[config.mk]
export PLATFORM = sky130hd
export DESIGN_NAME = mix_wb_buffer
export DESIGN_NICKNAME = d
export VERILOG_FILES = /design/src/rtl/mix_pkg.sv /design/src/rtl/mix_wb_fifo.sv /design/src/rtl/mix_wb_buffer.sv
export SDC_FILE = /design/constraint.sdc
export NUM_CORES = 1
export LEC_CHECK = 0
export BUFFER_PORTS_ARGS = -buffer_cell sky130_fd_sc_hd__clkbuf_2
export CAP_MARGIN = 15
export CORE_ASPECT_RATIO = 1.1
export CORE_MARGIN = 1
export CORE_UTILIZATION = 59
export DETAILED_ROUTE_END_ITERATION = 6
export PLACE_DENSITY = 0.86
export SLEW_MARGIN = 0
export SYNTH_ARGS = -nofsm -noshare
export SYNTH_HDL_FRONTEND = slang
export SYNTH_SLANG_ARGS = --single-unit
[constraint.sdc]
create_clock -name clk_i -period 3.08 [get_ports clk_i]
set_clock_uncertainty 0.15 [all_clocks]
set_input_delay 0.154 -clock clk_i [delete_from_list [all_inputs] [get_ports clk_i]]
set_output_delay 0.154 -clock clk_i [all_outputs]
set_load 0.1 [all_outputs]
[src/rtl/mix_pkg.sv]
// Shared types and constants for the mix unit writeback buffer.
// XLEN and TRANS_ID_BITS stand in for the core configuration values.
package mix_pkg;

    localparam int unsigned XLEN          = 32;
    localparam int unsigned TRANS_ID_BITS = 3;
    localparam int unsigned MIX_WB_DEPTH  = 2;

    typedef struct packed {
        logic [XLEN-1:0] cause;
        logic [XLEN-1:0] tval;
        logic            valid;
    } exception_t;

    typedef struct packed {
        logic [XLEN-1:0]          result;
        logic [TRANS_ID_BITS-1:0] trans_id;
        exception_t               exception;
    } mix_wb_entry_t;

endpackage

[src/rtl/mix_wb_fifo.sv]
// Storage for mix_wb_buffer: entry array, wrapping pointers, occupancy and flush.
// A push while full is ignored; the top level is responsible for gating it.
module mix_wb_fifo
    import mix_pkg::*;
#(
    parameter int unsigned DEPTH = MIX_WB_DEPTH,
    localparam int unsigned PW   = $clog2(DEPTH),
    localparam int unsigned CW   = PW + 1
) (
    input  logic          clk_i,
    input  logic          rst_ni,
    input  logic          flush_i,
    input  logic          push_i,
    input  logic          pop_i,
    input  mix_wb_entry_t wdata_i,
    output mix_wb_entry_t rdata_o,
    output logic [CW-1:0] count_o
);

    mix_wb_entry_t mem_q [DEPTH];
    mix_wb_entry_t mem_d [DEPTH];
    logic [PW-1:0] wr_ptr_q, wr_ptr_d;
    logic [PW-1:0] rd_ptr_q, rd_ptr_d;
    logic [CW-1:0] count_q, count_d;
    logic          push_ok, pop_ok;

    assign push_ok = push_i && (count_q < CW'(DEPTH));
    assign pop_ok  = pop_i && (count_q != '0);

    always_comb begin
        mem_d    = mem_q;
        wr_ptr_d = wr_ptr_q;
        rd_ptr_d = rd_ptr_q;
        count_d  = count_q;
        if (flush_i) begin
            wr_ptr_d = '0;
            rd_ptr_d = '0;
            count_d  = '0;
        end else begin
            if (push_ok) begin
                mem_d[wr_ptr_q] = wdata_i;
                wr_ptr_d        = wr_ptr_q + 1'b1;
            end
            if (pop_ok) begin
                rd_ptr_d = rd_ptr_q + 1'b1;
            end
            case ({push_ok, pop_ok})
                2'b10:   count_d = count_q + 1'b1;
                2'b01:   count_d = count_q - 1'b1;
                default: count_d = count_q;
            endcase
        end
    end

    // Storage is reset too so the head data reads as zero out of reset.
    always_ff @(posedge clk_i or negedge rst_ni) begin
        if (!rst_ni) begin
            for (int i = 0; i < int'(DEPTH); i++) begin
                mem_q[i] <= '0;
            end
            wr_ptr_q <= '0;
            rd_ptr_q <= '0;
            count_q  <= '0;
        end else begin
            mem_q    <= mem_d;
            wr_ptr_q <= wr_ptr_d;
            rd_ptr_q <= rd_ptr_d;
            count_q  <= count_d;
        end
    end

    assign rdata_o = mem_q[rd_ptr_q];
    assign count_o = count_q;

endmodule

[src/rtl/mix_wb_buffer.sv]
// Writeback buffer between the always-ready mix unit and the scoreboard writeback port.
// Optional same-cycle bypass when empty is enabled by defining MIX_WB_BYPASS_EN.
module mix_wb_buffer
    import mix_pkg::*;
#(
    parameter int unsigned DEPTH = MIX_WB_DEPTH,
    localparam int unsigned CW   = $clog2(DEPTH) + 1
) (
    input  logic                     clk_i,
    input  logic                     rst_ni,
    input  logic                     flush_i,
    input  logic                     fu_valid_i,
    input  logic [XLEN-1:0]          fu_result_i,
    input  logic [TRANS_ID_BITS-1:0] fu_trans_id_i,
    input  exception_t               fu_exception_i,
    output logic                     fu_ready_o,
    output logic                     wb_valid_o,
    output logic [XLEN-1:0]          wb_result_o,
    output logic [TRANS_ID_BITS-1:0] wb_trans_id_o,
    output exception_t               wb_exception_o,
    input  logic                     wb_ready_i,
    output logic [CW-1:0]            count_o
);

    mix_wb_entry_t fu_entry, head_entry, out_entry;
    logic [CW-1:0] count;
    logic          empty, push, pop;

    assign fu_entry = '{result: fu_result_i, trans_id: fu_trans_id_i, exception: fu_exception_i};

    assign empty = (count == '0);
    // Ready is a pure function of occupancy: no path from wb_ready_i to issue.
    assign fu_ready_o = (count < CW'(DEPTH));
    assign pop        = ~empty & wb_ready_i;

`ifdef MIX_WB_BYPASS_EN
    logic bypass_take;
    assign bypass_take = empty & fu_valid_i & ~flush_i & wb_ready_i;
    assign push        = fu_valid_i & fu_ready_o & ~flush_i & ~bypass_take;
    assign wb_valid_o  = ~empty | (fu_valid_i & ~flush_i);
    assign out_entry   = empty ? fu_entry : head_entry;
`else
    assign push       = fu_valid_i & fu_ready_o & ~flush_i;
    assign wb_valid_o = ~empty;
    assign out_entry  = head_entry;
`endif

    mix_wb_fifo #(.DEPTH(DEPTH)) u_fifo (
        .clk_i   (clk_i),
        .rst_ni  (rst_ni),
        .flush_i (flush_i),
        .push_i  (push),
        .pop_i   (pop),
        .wdata_i (fu_entry),
        .rdata_o (head_entry),
        .count_o (count)
    );

    assign wb_result_o    = out_entry.result;
    assign wb_trans_id_o  = out_entry.trans_id;
    assign wb_exception_o = out_entry.exception;
    assign count_o        = count;

    // The mix unit must never be handed work while the buffer is full.
    a_no_push_when_full : assert property (
        @(posedge clk_i) disable iff (!rst_ni)
        !(fu_valid_i && !fu_ready_o && !flush_i)
    );

endmodule
==> metrics.txt <==
# TYPE chip_impl_metric gauge
chip_impl_metric{name="ir_drop",unit="uV"} 765
chip_impl_metric{name="overflow",unit=""} 0
chip_impl_metric{name="drt_wl_total",unit="mm"} 21.6
chip_impl_info{name="tritoncts",value="built"} 1
chip_impl_metric{name="postCtsSetupBuffers",unit=""} 0
chip_impl_metric{name="reg2reg_slack",unit="ns"} 1.04
chip_impl_metric{name="drv.max_cap_violation_count",unit=""} 0
chip_impl_metric{name="postSynthRegisterBits",unit=""} 204
chip_impl_metric{name="path_max_fanout",unit=""} 53
chip_impl_info{name="most_used_cells_in_the_layout_excluding_fill_and_tap_cells",value="sky130_fd_sc_hd__clkbuf_2, sky130_fd_sc_hd__dfrtp_1, sky130_fd_sc_hd__mux2_2"} 1
chip_impl_metric{name="dr.pass1.iters",unit=""} 4
chip_impl_metric{name="max_slew.worst_pin.slew",unit="ns"} 0.582
chip_impl_metric{name="cellPowerDensity",unit="mW/mm2"} 945
chip_impl_metric{name="detail-route-antenna-nets",unit=""} 0
chip_impl_metric{name="drcViolationCount",unit=""} 0
chip_impl_metric{name="initial_utilization",unit=""} 0.601
chip_impl_metric{name="slew-limit-headroom",unit=""} 0.612
chip_impl_metric{name="grt_antenna_before_repair",unit=""} 0
chip_impl_metric{name="required",unit="ns"} 2.78
chip_impl_metric{name="post_drt_via_cell_ratio",unit=""} 5.43
chip_impl_metric{name="design.die.area",unit="mm2"} 0.0164
chip_impl_metric{name="worst_ep_arrival_time",unit="ns"} 2.33
chip_impl_info{name="layout_commonest_cell",value="sky130_fd_sc_hd__clkbuf_2"} 1
chip_impl_metric{name="ioPinCount",unit=""} 209
chip_impl_info{name="run_status",value="completed"} 1
chip_impl_metric{name="report.final.setup_viol",unit=""} 0
chip_impl_metric{name="asyncSetResetFlopFracSynth",unit=""} 1.00
chip_impl_info{name="worstReg2RegStart",value="u_fifo.count_o[1]"} 1
chip_impl_metric{name="dr_total_vias",unit=""} 5865
chip_impl_metric{name="report.final.hold_viol_count",unit=""} 0
chip_impl_metric{name="die-width",unit="um"} 122
chip_impl_metric{name="core-area",unit="mm2"} 0.0156
chip_impl_metric{name="final_layout_size_suffix_gt1_frac",unit=""} 0.632
chip_impl_metric{name="syn2layout_area_growth",unit="%"} 30.2
chip_impl_metric{name="layoutNonFillerInstCount",unit=""} 1081
chip_impl_metric{name="post_synth_instance_area",unit="mm2"} 0.00939
chip_impl_metric{name="place.port_buffers",unit=""} 208
chip_impl_metric{name="fraction_of_the_yosys_area_taken_by_sequential_cells",unit=""} 0.544
chip_impl_metric{name="dp_hpwl",unit="mm"} 12.8
chip_impl_metric{name="dp.cells",unit=""} 938
chip_impl_metric{name="fin_nets",unit=""} 971
chip_impl_metric{name="clock_sinks",unit=""} 204
chip_impl_metric{name="clockBufferDepth",unit=""} 3
chip_impl_metric{name="synthCells",unit=""} 555
chip_impl_metric{name="number_of_global_route_vias_before_repair",unit=""} 6671
chip_impl_metric{name="rows",unit=""} 48
chip_impl_metric{name="synthesis.area_per_instance",unit="um2"} 16.9
chip_impl_metric{name="reg2regPathDepth",unit=""} 4
chip_impl_info{name="grt_setup_unrepaired",value="no"} 1
chip_impl_metric{name="die_height",unit="um"} 134
chip_impl_metric{name="grt_max_degree",unit=""} 107
chip_impl_metric{name="clock_tree.htree_level_count",unit=""} 1
chip_impl_metric{name="postCtsResizedCells",unit=""} 0
chip_impl_metric{name="clkLatencyLatePin",unit="ns"} 0.49
chip_impl_info{name="critical_path_class",value="flop to primary output"} 1
chip_impl_info{name="postSynth.topFlopCell",value="sky130_fd_sc_hd__dfrtp_1"} 1
chip_impl_info{name="cts_root_buffer",value="sky130_fd_sc_hd__clkbuf_16"} 1
chip_impl_metric{name="final_weighted_congestion_in_routability_driven_placement",unit=""} 0.794
chip_impl_info{name="beginning_of_the_critical_path",value="u_fifo.rd_ptr_q"} 1
chip_impl_info{name="critical_path.startpoint_type",value="flop"} 1
chip_impl_metric{name="yosys_warnings",unit=""} 0
chip_impl_metric{name="route.detailed.wl_per_inst",unit="um"} 20.0
chip_impl_metric{name="first_pass_grt_wire_length",unit="mm"} 34.1
chip_impl_metric{name="final_min_period_over_clock_period",unit=""} 0.856
chip_impl_metric{name="cts_made_buffers",unit=""} 22
chip_impl_metric{name="synth_enable_flop_cells",unit=""} 0
chip_impl_metric{name="yosysUniqueCellTypes",unit=""} 20
chip_impl_metric{name="totalNegativeSetupSlack",unit="ns"} 0
chip_impl_metric{name="cts.hold.buffers_added",unit=""} 104
chip_impl_metric{name="grtUsageTotal",unit=""} 0.265
chip_impl_metric{name="power.static_leakage",unit="nW"} 5.65
chip_impl_info{name="hold_class",value="input port to async pin"} 1
chip_impl_metric{name="achievable-frequency",unit="MHz"} 379
chip_impl_metric{name="drv_slew",unit=""} 0
chip_impl_metric{name="synth_nets",unit=""} 660
chip_impl_metric{name="clk_transition_reported_paths",unit="ns"} 0.06
chip_impl_metric{name="total_inserted_antenna_cells",unit=""} 0
chip_impl_info{name="rr_endpoint",value="u_fifo.mem_q[70]"} 1
chip_impl_metric{name="layout_min_cycle_time",unit="ns"} 2.64
chip_impl_info{name="timing.critical_path.to_type",value="primary output"} 1
chip_impl_metric{name="drt-initial-drc-count",unit=""} 304
-- report_power, final --
| part | switching [mW] | internal, mW | total [mW] |
|---|---|---|---|
| sequential | 0.467 | 3.43 | 3.90 |
| combinational | 3.44 | 1.50 | 4.93 |
| clock | 1.06 | 1.66 | 2.72 |
-- per-layer routing --
layer,wire [um],GRT usage,part of all wire
met1,8630,0.316,0.40
met2,11200,0.475,0.52
met3,1130,0.0489,0.052
met4,596,0.0928,0.028
met5,0,0,0
-- Yosys cell counts, types with 2 or more instances --
| library cell | instances | area (um2) |
|---|---|---|
| sky130_fd_sc_hd__nor2_1 | 2 | 7.51 |
| sky130_fd_sc_hd__mux2_4 | 100 | 1500 |
| sky130_fd_sc_hd__dfrtp_1 | 204 | 5100 |
| sky130_fd_sc_hd__xor2_1 | 2 | 17.5 |
| sky130_fd_sc_hd__buf_12 | 11 | 220 |
| sky130_fd_sc_hd__buf_6 | 10 | 113 |
| sky130_fd_sc_hd__o21ai_0 | 2 | 10.0 |
| sky130_fd_sc_hd__buf_2 | 9 | 45.0 |
| sky130_fd_sc_hd__clkbuf_1 | 2 | 7.51 |
| sky130_fd_sc_hd__mux2_2 | 201 | 2260 |
| sky130_fd_sc_hd__a21oi_1 | 2 | 10.0 |
| sky130_fd_sc_hd__nor2b_1 | 2 | 12.5 |
-- per-stage QoR --
| step | utilization | hold WS (ns) | worst slack, ns | cell area, um2 | total power [mW] |
|---|---|---|---|---|---|
| after floorplan | - | -0.292 | 0.877 | 9390 | 8.03 |
| after global placement | 0.668 | -0.0214 | 0.974 | 10400 | 8.51 |
| after detailed placement | 0.668 | -0.0179 | 0.962 | 10400 | 8.68 |
| after CTS | 0.783 | 0.0257 | 0.430 | 12200 | 11.5 |
| after global routing | 0.783 | 0.0471 | 0.365 | 12200 | 11.9 |
| final | 0.783 | 0.0160 | 0.445 | 12200 | 11.5 |
-- area by class of cell --
cell class	count	area [um2]
multi-input combinational	317	3880
clock inverter	7	91.3
sequential	204	5110
tap	200	250
inverter	1	3.75
clock buffer	32	659
timing repair buffer	320	2230
fill	832	3390
-- sequential cells by signal, indices dropped and copies added, names as in the netlist --
signal           flops
u_fifo.mem_q       200
u_fifo.count_o       2
u_fifo.rd_ptr_q      1
u_fifo.wr_ptr_q      1
-- worst max-delay path, stage by stage, from the launching register on --
cell                       delay [ns]
sky130_fd_sc_hd__dfrtp_4         0.67
sky130_fd_sc_hd__buf_12          0.32
sky130_fd_sc_hd__mux2_2          0.39
sky130_fd_sc_hd__clkbuf_2        0.38
-- kinds of logic (layout without fill, tap and decap cells) --
| logic type | Yosys count | after routing | synth area share |
|---|---|---|---|
| xor gates and xnor gates | 2 | 2 | 0.00187 |
| and+or+nand+nor | 10 | 10 | 0.00800 |
| DFF | 204 | 204 | 0.544 |
| buffers and inverters | 34 | 360 | 0.0429 |
| muxes | 301 | 301 | 0.401 |
| AOI/OAI and AO/OA | 4 | 4 | 0.00213 |
-- worst max-delay path by stage --
| stage | depth (start not counted) | slack (ns) | end |
|---|---|---|---|
| final | 3 | 0.44 | wb_result_o[9] |
| after floorplan | 5 | 0.88 | u_fifo.mem_q[0] |
| after global placement | 3 | 0.97 | wb_result_o[20] |
| after global routing | 3 | 0.36 | wb_exception_o[36] |
| after CTS | 3 | 0.43 | wb_exception_o[3] |
| after detailed placement | 3 | 0.96 | wb_result_o[18] |
(Power assumes the default switching activity.)
